==> config.mk <==
export PLATFORM = sky130hd
export DESIGN_NAME = sync_fifo
export DESIGN_NICKNAME = d
export VERILOG_FILES = /design/src/rtl/sync_fifo.sv
export SDC_FILE = /design/constraint.sdc
export NUM_CORES = 1
export LEC_CHECK = 0
export CAP_MARGIN = 0
export CORE_ASPECT_RATIO = 1.75
export CORE_MARGIN = 4
export CORE_UTILIZATION = 55
export CTS_CLUSTER_DIAMETER = 40
export DETAILED_ROUTE_END_ITERATION = 16
export PLACE_DENSITY = 0.77
export REMOVE_ABC_BUFFERS = 1
export SYNTH_ARGS = -nofsm -noshare
export SYNTH_HDL_FRONTEND = slang
export SYNTH_SLANG_ARGS = --single-unit
==> constraint.sdc <==
create_clock -name clk -period 7.45 [get_ports clk]
set_clock_uncertainty 0.1 [all_clocks]
set_input_delay 1.49 -clock clk [delete_from_list [all_inputs] [get_ports clk]]
set_output_delay 1.49 -clock clk [all_outputs]
set_load 0.005 [all_outputs]
==> src/rtl/sync_fifo.sv <==
// Single-clock FIFO with registered read data, occupancy count, threshold flags
// and one-cycle overflow/underflow pulses for rejected requests.
module sync_fifo #(
    parameter int DATA_WIDTH    = 8,
    parameter int FIFO_DEPTH    = 8,
    parameter int PTR_WIDTH     = 3,
    parameter int AFULL_THRESH  = 6,
    parameter int AEMPTY_THRESH = 2
) (
    input  logic                  clk,
    input  logic                  rst,
    input  logic                  w_en,
    input  logic [DATA_WIDTH-1:0] wr_data,
    input  logic                  r_en,
    output logic                  rd_valid,
    output logic [DATA_WIDTH-1:0] rd_data,
    output logic                  full,
    output logic                  empty,
    output logic                  almost_full,
    output logic                  almost_empty,
    output logic [PTR_WIDTH:0]    count,
    output logic                  overflow,
    output logic                  underflow
);
    localparam int CNT_W = PTR_WIDTH + 1;

    logic [DATA_WIDTH-1:0] mem_q [FIFO_DEPTH];

    logic [PTR_WIDTH-1:0]  wr_ptr_q, wr_ptr_d;
    logic [PTR_WIDTH-1:0]  rd_ptr_q, rd_ptr_d;
    logic [CNT_W-1:0]      count_q, count_d;
    logic [DATA_WIDTH-1:0] rd_data_q, rd_data_d;
    logic                  rd_valid_q, rd_valid_d;
    logic                  overflow_q, overflow_d;
    logic                  underflow_q, underflow_d;
    logic                  wr_acc, rd_acc;

    // Status flags come straight from the registered count so they move with it.
    assign full         = (count_q == CNT_W'(FIFO_DEPTH));
    assign empty        = (count_q == '0);
    assign almost_full  = (count_q >= CNT_W'(AFULL_THRESH));
    assign almost_empty = (count_q <= CNT_W'(AEMPTY_THRESH));

    assign count     = count_q;
    assign rd_valid  = rd_valid_q;
    assign rd_data   = rd_data_q;
    assign overflow  = overflow_q;
    assign underflow = underflow_q;

    // A full FIFO still takes a write when a read frees a slot in the same cycle.
    assign rd_acc = r_en && !empty;
    assign wr_acc = w_en && (!full || rd_acc);

    always_comb begin
        // NOTE: every next-state signal gets a default first, so no path can infer a latch.
        wr_ptr_d    = wr_ptr_q;
        rd_ptr_d    = rd_ptr_q;
        count_d     = count_q;
        rd_data_d   = rd_data_q;
        rd_valid_d  = rd_acc;
        overflow_d  = w_en && !wr_acc;
        underflow_d = r_en && !rd_acc;

        if (rd_acc) begin
            rd_data_d = mem_q[rd_ptr_q];
            rd_ptr_d  = rd_ptr_q + PTR_WIDTH'(1);
        end
        if (wr_acc) begin
            wr_ptr_d = wr_ptr_q + PTR_WIDTH'(1);
        end

        case ({wr_acc, rd_acc})
            2'b10:   count_d = count_q + CNT_W'(1);
            2'b01:   count_d = count_q - CNT_W'(1);
            default: count_d = count_q;
        endcase
    end

    always_ff @(posedge clk) begin
        // NOTE: state registers use non-blocking assignments so every flop samples pre-edge values.
        if (rst) begin
            wr_ptr_q    <= '0;
            rd_ptr_q    <= '0;
            count_q     <= '0;
            rd_data_q   <= '0;
            rd_valid_q  <= 1'b0;
            overflow_q  <= 1'b0;
            underflow_q <= 1'b0;
        end else begin
            wr_ptr_q    <= wr_ptr_d;
            rd_ptr_q    <= rd_ptr_d;
            count_q     <= count_d;
            rd_data_q   <= rd_data_d;
            rd_valid_q  <= rd_valid_d;
            overflow_q  <= overflow_d;
            underflow_q <= underflow_d;
        end
    end

    // NOTE: the storage array is deliberately not reset; stale words are unreachable until rewritten.
    always_ff @(posedge clk) begin
        if (!rst && wr_acc) begin
            mem_q[wr_ptr_q] <= wr_data;
        end
    end

endmodule

After elaboration in Yosys (flattened, before gate mapping)

Memory sizes are Yosys's and may differ from the RTL's. A register that Yosys moved wholly into a read port is not among the register bits.
Cells that the tools add are included.

Memories: 1
Word-level logic and storage cells: 32
Memory bits (writable): 64
Bits in registers: 13
Output and inout port bits: 19

Memories:

| memory | words | bits a word | read ports | clocked after memory_dff | write ports | RTL line | RTL |
|---|---|---|---|---|---|---|---|
| mem_q  | 8     | 8           | 1          | 1                        | 1           | 27       | `logic [DATA_WIDTH-1:0] mem_q [FIFO_DEPTH];` |

Add/sub/neg operators: 4
Reduce and logical (&&, ||, !) cells: 13
Equal/unequal tests: 3
Muxes and demuxes: 3
Magnitude comparators: 2

Operators by type and width:

| operator                                            | count |
|---|---|
| one-hot mux 4 bit (2 select lines)                  | 1 |
| adder 3 x 1 -> 3 bit, second input constant         | 2 |
| logical AND 1 bit                                   | 5 |
| zero test 1 bit                                     | 5 |
| adder 4 x 1 -> 4 bit, second input constant         | 1 |
| equality test 4 bit, second input constant          | 1 |
| >= comparator 4 x 3 -> 1 bit, second input constant | 1 |
| <= comparator 4 x 2 -> 1 bit, second input constant | 1 |
| zero test 4 bit                                     | 1 |
| subtractor 4 x 1 -> 4 bit, second input constant    | 1 |
| equality test 2 x 1 -> 1 bit, second input constant | 1 |
| equality test 2 bit, second input constant          | 1 |
| two-way mux 1 bit                                   | 2 |
| nonzero test 2 bit                                  | 1 |
| logical OR 1 bit                                    | 1 |

Longest topological paths before layout

Word-level depth: 8
Gate-level depth with buffers: 10
Mapped depth without buffers: 9

Worst setup path after synthesis

No wires, ideal clock.

Kind: input -> register
Start point: input port r_en
End point: register count_q[3], in the netlist count[3]
Slack: 3.999 ns
Arrival time: 3.281 ns
Stages: 8
Path buffers: 1
Cell sequence: o41a_2 clkbuf_1 ha_1 ha_1 a21oi_1 a21oi_1 or4_1 a21oi_1

Longest elaborated chain between the ends: 5
Elaborated cells on any way between the ends: 7
Classes of those cells: eq/ne: 2; mux: 1; reduce/logical: 4

RTL lines:

| item                                                                     | RTL line | RTL |
|---|---|---|
| start, declared                                                          | 14       | `input logic r_en,` |
| logical AND 1 bit (*)                                                    | 51       | `assign rd_acc = r_en && !empty;` |
| via rd_acc                                                               | 36       | `logic wr_acc, rd_acc;` |
| logical OR 1 bit                                                         | 52       | `assign wr_acc = w_en && (!full \|\| rd_acc);` |
| logical AND 1 bit                                                        | 52       |  |
| equality test 2 x 1 -> 1 bit or equality test 2 bit (tied branches)      | 72       | `case ({wr_acc, rd_acc})` |
| one-hot mux 4 bit (2 select lines) or nonzero test 2 bit (tied branches) | n/a      |  |
| end signal, assigned                                                     | 92       | `count_q <= count_d;` |
| end, declared                                                            | 31       | `logic [CNT_W-1:0] count_q, count_d;` |

Mark *: on every way through the listed nets, which the timed path passes. The rest lies on a longest branch.
A chain may end at the register's enable or synchronous reset.

Final worst setup path

Start point: input port r_en
End point: register count_q[3], in the netlist count[3]

Longest elaborated chain between the ends: 5
Elaborated cells on any way between the ends: 7
Classes of those cells: eq/ne: 2; mux: 1; reduce/logical: 4

RTL lines:

| item                                                                     | RTL line |
|---|---|
| logical AND 1 bit (*)                                                    | 51 |
| logical OR 1 bit                                                         | 52 |
| logical AND 1 bit                                                        | 52 |
| equality test 2 x 1 -> 1 bit or equality test 2 bit (tied branches)      | 72 |
| one-hot mux 4 bit (2 select lines) or nonzero test 2 bit (tied branches) | n/a |

Every way passes the cells marked *; elsewhere a longest branch is shown, timed or not.

==> flow_results.org <==
** Outcome
- The flow ran to the end, and the final reports show no timing, DRC or antenna violations.

** Timing
- Unrepaired setup endpoints after global routing :: no
- Maximum clock frequency :: 263 MHz
- Final sum of negative setup slack :: 0 ns
- Pins Over Slew Limit :: 0
- Final setup vio count :: 0
- Max-Slew Margin vs Limit :: 36.2%
- Of the available clock period, the critical path in the final layout requires 51.1%.
- The final-report hold violation count came to 0.
- Minimum clock period after layout :: 3.81 ns
- Transition time of the tightest slew-check pin :: 0.954 ns

** Power
- P per Cell Area :: 304 nW/um2
- Seq pwr share :: 50.2%
- Switching Fraction :: 27.0%
- Part of the total power dissipated in the clock network :: 25.8%
- Psw :: 0.319 mW
- Internal Power :: 0.865 mW
- Leak :: 1.28 nW
- The worst-case IR drop observed on VDD is 0.228 mV.
- Combinational power share :: 24.0%

** GRT
- Entering global routing, the biggest net connects 26 pins.
- First-pass GRT wire length :: 9230 um
- The number of global-route vias before repair is 1,854.
- After global routing the overflow that remains totals 0.
- Global-route total usage across every layer :: 17.3%
- Number of antenna violations at the first check in global routing :: 0

** Synth
- The most common cell in the synthesized netlist is edfxtp_1.
- Prevailing post-synth register cell :: edfxtp_1
- The synthesized design contains 64 enable-type register cells.
- The synthesized netlist contains 35 unique library cells.
- Share of the synthesized netlist area taken by xor and xnor gates :: 1.59%
- The Yosys step of the flow raised 0 warnings.
- Cell count after synthesis :: 200
- Multiplexer share of the synthesized area :: 11.5%
- After synthesis, the mean cell area works out to 16.6 um2.
- For this run, asynchronously set or reset flops after synthesis account for 0%.
- Proportion of synthesized chip area in sequential cells :: 70.7%
- Post-synthesis instance area :: 3310 um2
- Combinational family with the most area after synthesis :: multiplexers
- The synthesized netlist devotes 2.49% of its cell area to adder and majority cells.
- edfxtp_1 takes more of the synthesized area than any other cell.
- Summing the areas of all compound-gate instances in the mapped netlist gives 4.27% of the synthesized area.
- In this run the biggest area consumer among cell types represents 58.0% of the synthesized area.
- Cells taking the most area after synthesis :: edfxtp_1 58%, dfxtp_1 13%, mux4_2 11%
- Seq cells post-synth :: 85
- Of the total synthesized cell area, the portion taken by AND, OR, NAND and NOR gates is 7.47%.
- After synthesis, the most frequently instantiated cells are 64 x edfxtp_1, 24 x nor2_1, 21 x dfxtp_1.

** Routing
- The final layout contains routed wiring with a total length of 5730 um.
- Remaining routing DRC violations :: 0
- Wirelength per Cell :: 18.0 um
- Number of DRC markers in iteration 0 :: 88
- In this run the remaining antenna-violating nets after routing total 0.
- Before antenna repair, the detailed router went through 4 iterations.
- The final route contains 1,830 vias.
- Drt via density :: 5.75

** CTS
- Post-CTS setup buffers :: 0
- Hold Buf Count CTS :: 0
- Buffers inserted during clock tree synthesis total 9.
- Clock slew seen by the registers of the worst setup and hold paths :: 0.08 ns
- Gates resized during post-CTS repair numbered 0.
- The clock passes through at most 2 buffers.
- CTS tree :: built
- CTS placed an instance of clkbuf_8 at the clock tree root.
- The H-tree was split into 3 levels.
- The clock reaches the later pin of the worst-skew pair after 0.35 ns.
- The clock drives 85 sinks.

** Worst setup path
- Crit-path max FO :: 15
- Worst EP arrival :: 3.97 ns
- Critical path class :: in -> reg
- For the worst setup path, the data required time is 7.61 ns.
- Worst setup path endpoint :: count[3]
- Worst Reg-to-Reg Cells :: 8
- Endpoint kind of the worst setup timing path :: flip-flop
- STA classifies the critical path startpoint as an input pin.
- Startpoint of the worst-slack reg-to-reg timing path :: count[1]
- The worst register-to-register path ends at count[3].
- Origin of the worst setup path :: r_en
- Slack of the worst reg-to-reg path :: 4.46 ns

** Finish
- FF+latch area :: 2340 um2
- Counting the fill cells in the layout gives 415.
- Core Util, Final :: 66.2%
- In the final layout, the multi-input gates occupy 911 um2.
- Area added between synthesis and finish :: 17.4%
- Number of antenna repair diodes :: 0
- Share of final-layout standard cells stronger than drive strength 1 :: 15.8%
- Layout Nets :: 254

** Hold path
- The tightest min-delay check is of the reg -> reg type.

** Place
- Detailed placement ended at an HPWL of 3910 um.
- Final weighted congestion in routability-driven placement :: 0.751
- Number of port buffers :: 30

** Floorplan
- The die covers 7380 um2.
- I/O pin cnt :: 31
- From left edge to right edge, the die measures 66.7 um.
- Placeable Area :: 5880 um2
- Die H :: 111 um
- Starting density of the core :: 56.4%
- Placement row count :: 37

** Flow run
- Number of maximum-capacitance violations :: 0
how the worst min path moves through the flow:
stage / start / end / slack, ns / depth (start not counted)
detailed placement: rd_data[0] / rd_data[0] / 0.38 / 2
global placement: rd_data[7] / rd_data[7] / 0.38 / 2
finish: rd_data[6] / rd_data[6] / 0.39 / 2
global route: rd_data[3] / rd_data[3] / 0.42 / 2
floorplan: rd_data[0] / rd_data[0] / 0.38 / 2
CTS: rd_data[2] / rd_data[2] / 0.39 / 2
cell families (layout without fill, tap and decap cells):
family          count (synthesis)  after routing
xor+xnor                        6              6
simple gates                   51             51
mux                            18             18
flops                          85             85
buf+inv                        14             54
compound gates                 20             20
fa+ha+maj                       6              6
power by group through the flow:
stage | clock (mW) | sequential [mW] | combinational [mW]
floorplan | 0 | 0.604 | 0.148
global placement | 0 | 0.605 | 0.280
detailed placement | 0 | 0.606 | 0.286
CTS | 0.309 | 0.596 | 0.288
global route | 0.329 | 0.602 | 0.315
finish | 0.305 | 0.595 | 0.284
per-stage QoR:
step	instances	power, mW	setup WS [ns]	area (um2)	hold WS, ns
5_1_grt	318	1.25	3.48	3890	0.420
4_1_cts	318	1.19	3.67	3890	0.393
3_3_place_gp	303	0.885	3.37	3700	0.378
2_1_floorplan	190	0.752	4.21	3260	0.384
6_report	318	1.18	3.64	3890	0.391
3_5_place_dp	303	0.893	3.29	3700	0.378
flip-flops by register name, summed over array words and instances, names as in the netlist:
| name | flops |
|---|---|
| mem_q | 64 |
| rd_data | 8 |
| count | 4 |
| rd_ptr_q | 3 |
| wr_ptr_q | 3 |
| overflow | 1 |
| rd_valid | 1 |
| underflow | 1 |
critical path, cell delays in order:
cell and delay, ns:
clkdlybuf4s50_1 0.61, o41a_2 0.42, ha_1 0.26, ha_1 0.27, a21oi_1 0.19, a21oi_1 0.10
or4_1 0.47, a21oi_1 0.15
metal layers:
layer / up-vias / share of wire [%] / global-route usage (%) / wire length [um]
met5: - / 0 / 0 / 0
met1: 927 / 40 / 21.5 / 2270
met3: 10 / 3.5 / 4.36 / 201
li1: 846 / - / - / -
met4: 0 / 1.8 / 7.87 / 106
met2: 47 / 55 / 28.0 / 3160
cells in the final DEF, fill, tap and decap left out, types with 5 or more instances in the layout:
cell             netlist  routed
ha_1                   5       5
edfxtp_1              64      64
buf_4                  3       5
dfxtp_1               21      21
nor2_1                24      24
mux4_2                16      16
o22ai_1                8       8
clkdlybuf4s50_1        0      30
xor2_1                 5       5
a21oi_1                5       5
nor3_1                11      11
clkbuf_8               0       9
cell type report:
cell class	count	area share, %
clock buffer	9	3.18
sequential	85	60.2
inverter	4	0.386
timing repair buffer	35	8.68
clock inverter	6	1.67
multi-input combinational	101	23.4
tap	78	2.51
(Power assumes the default switching activity.)
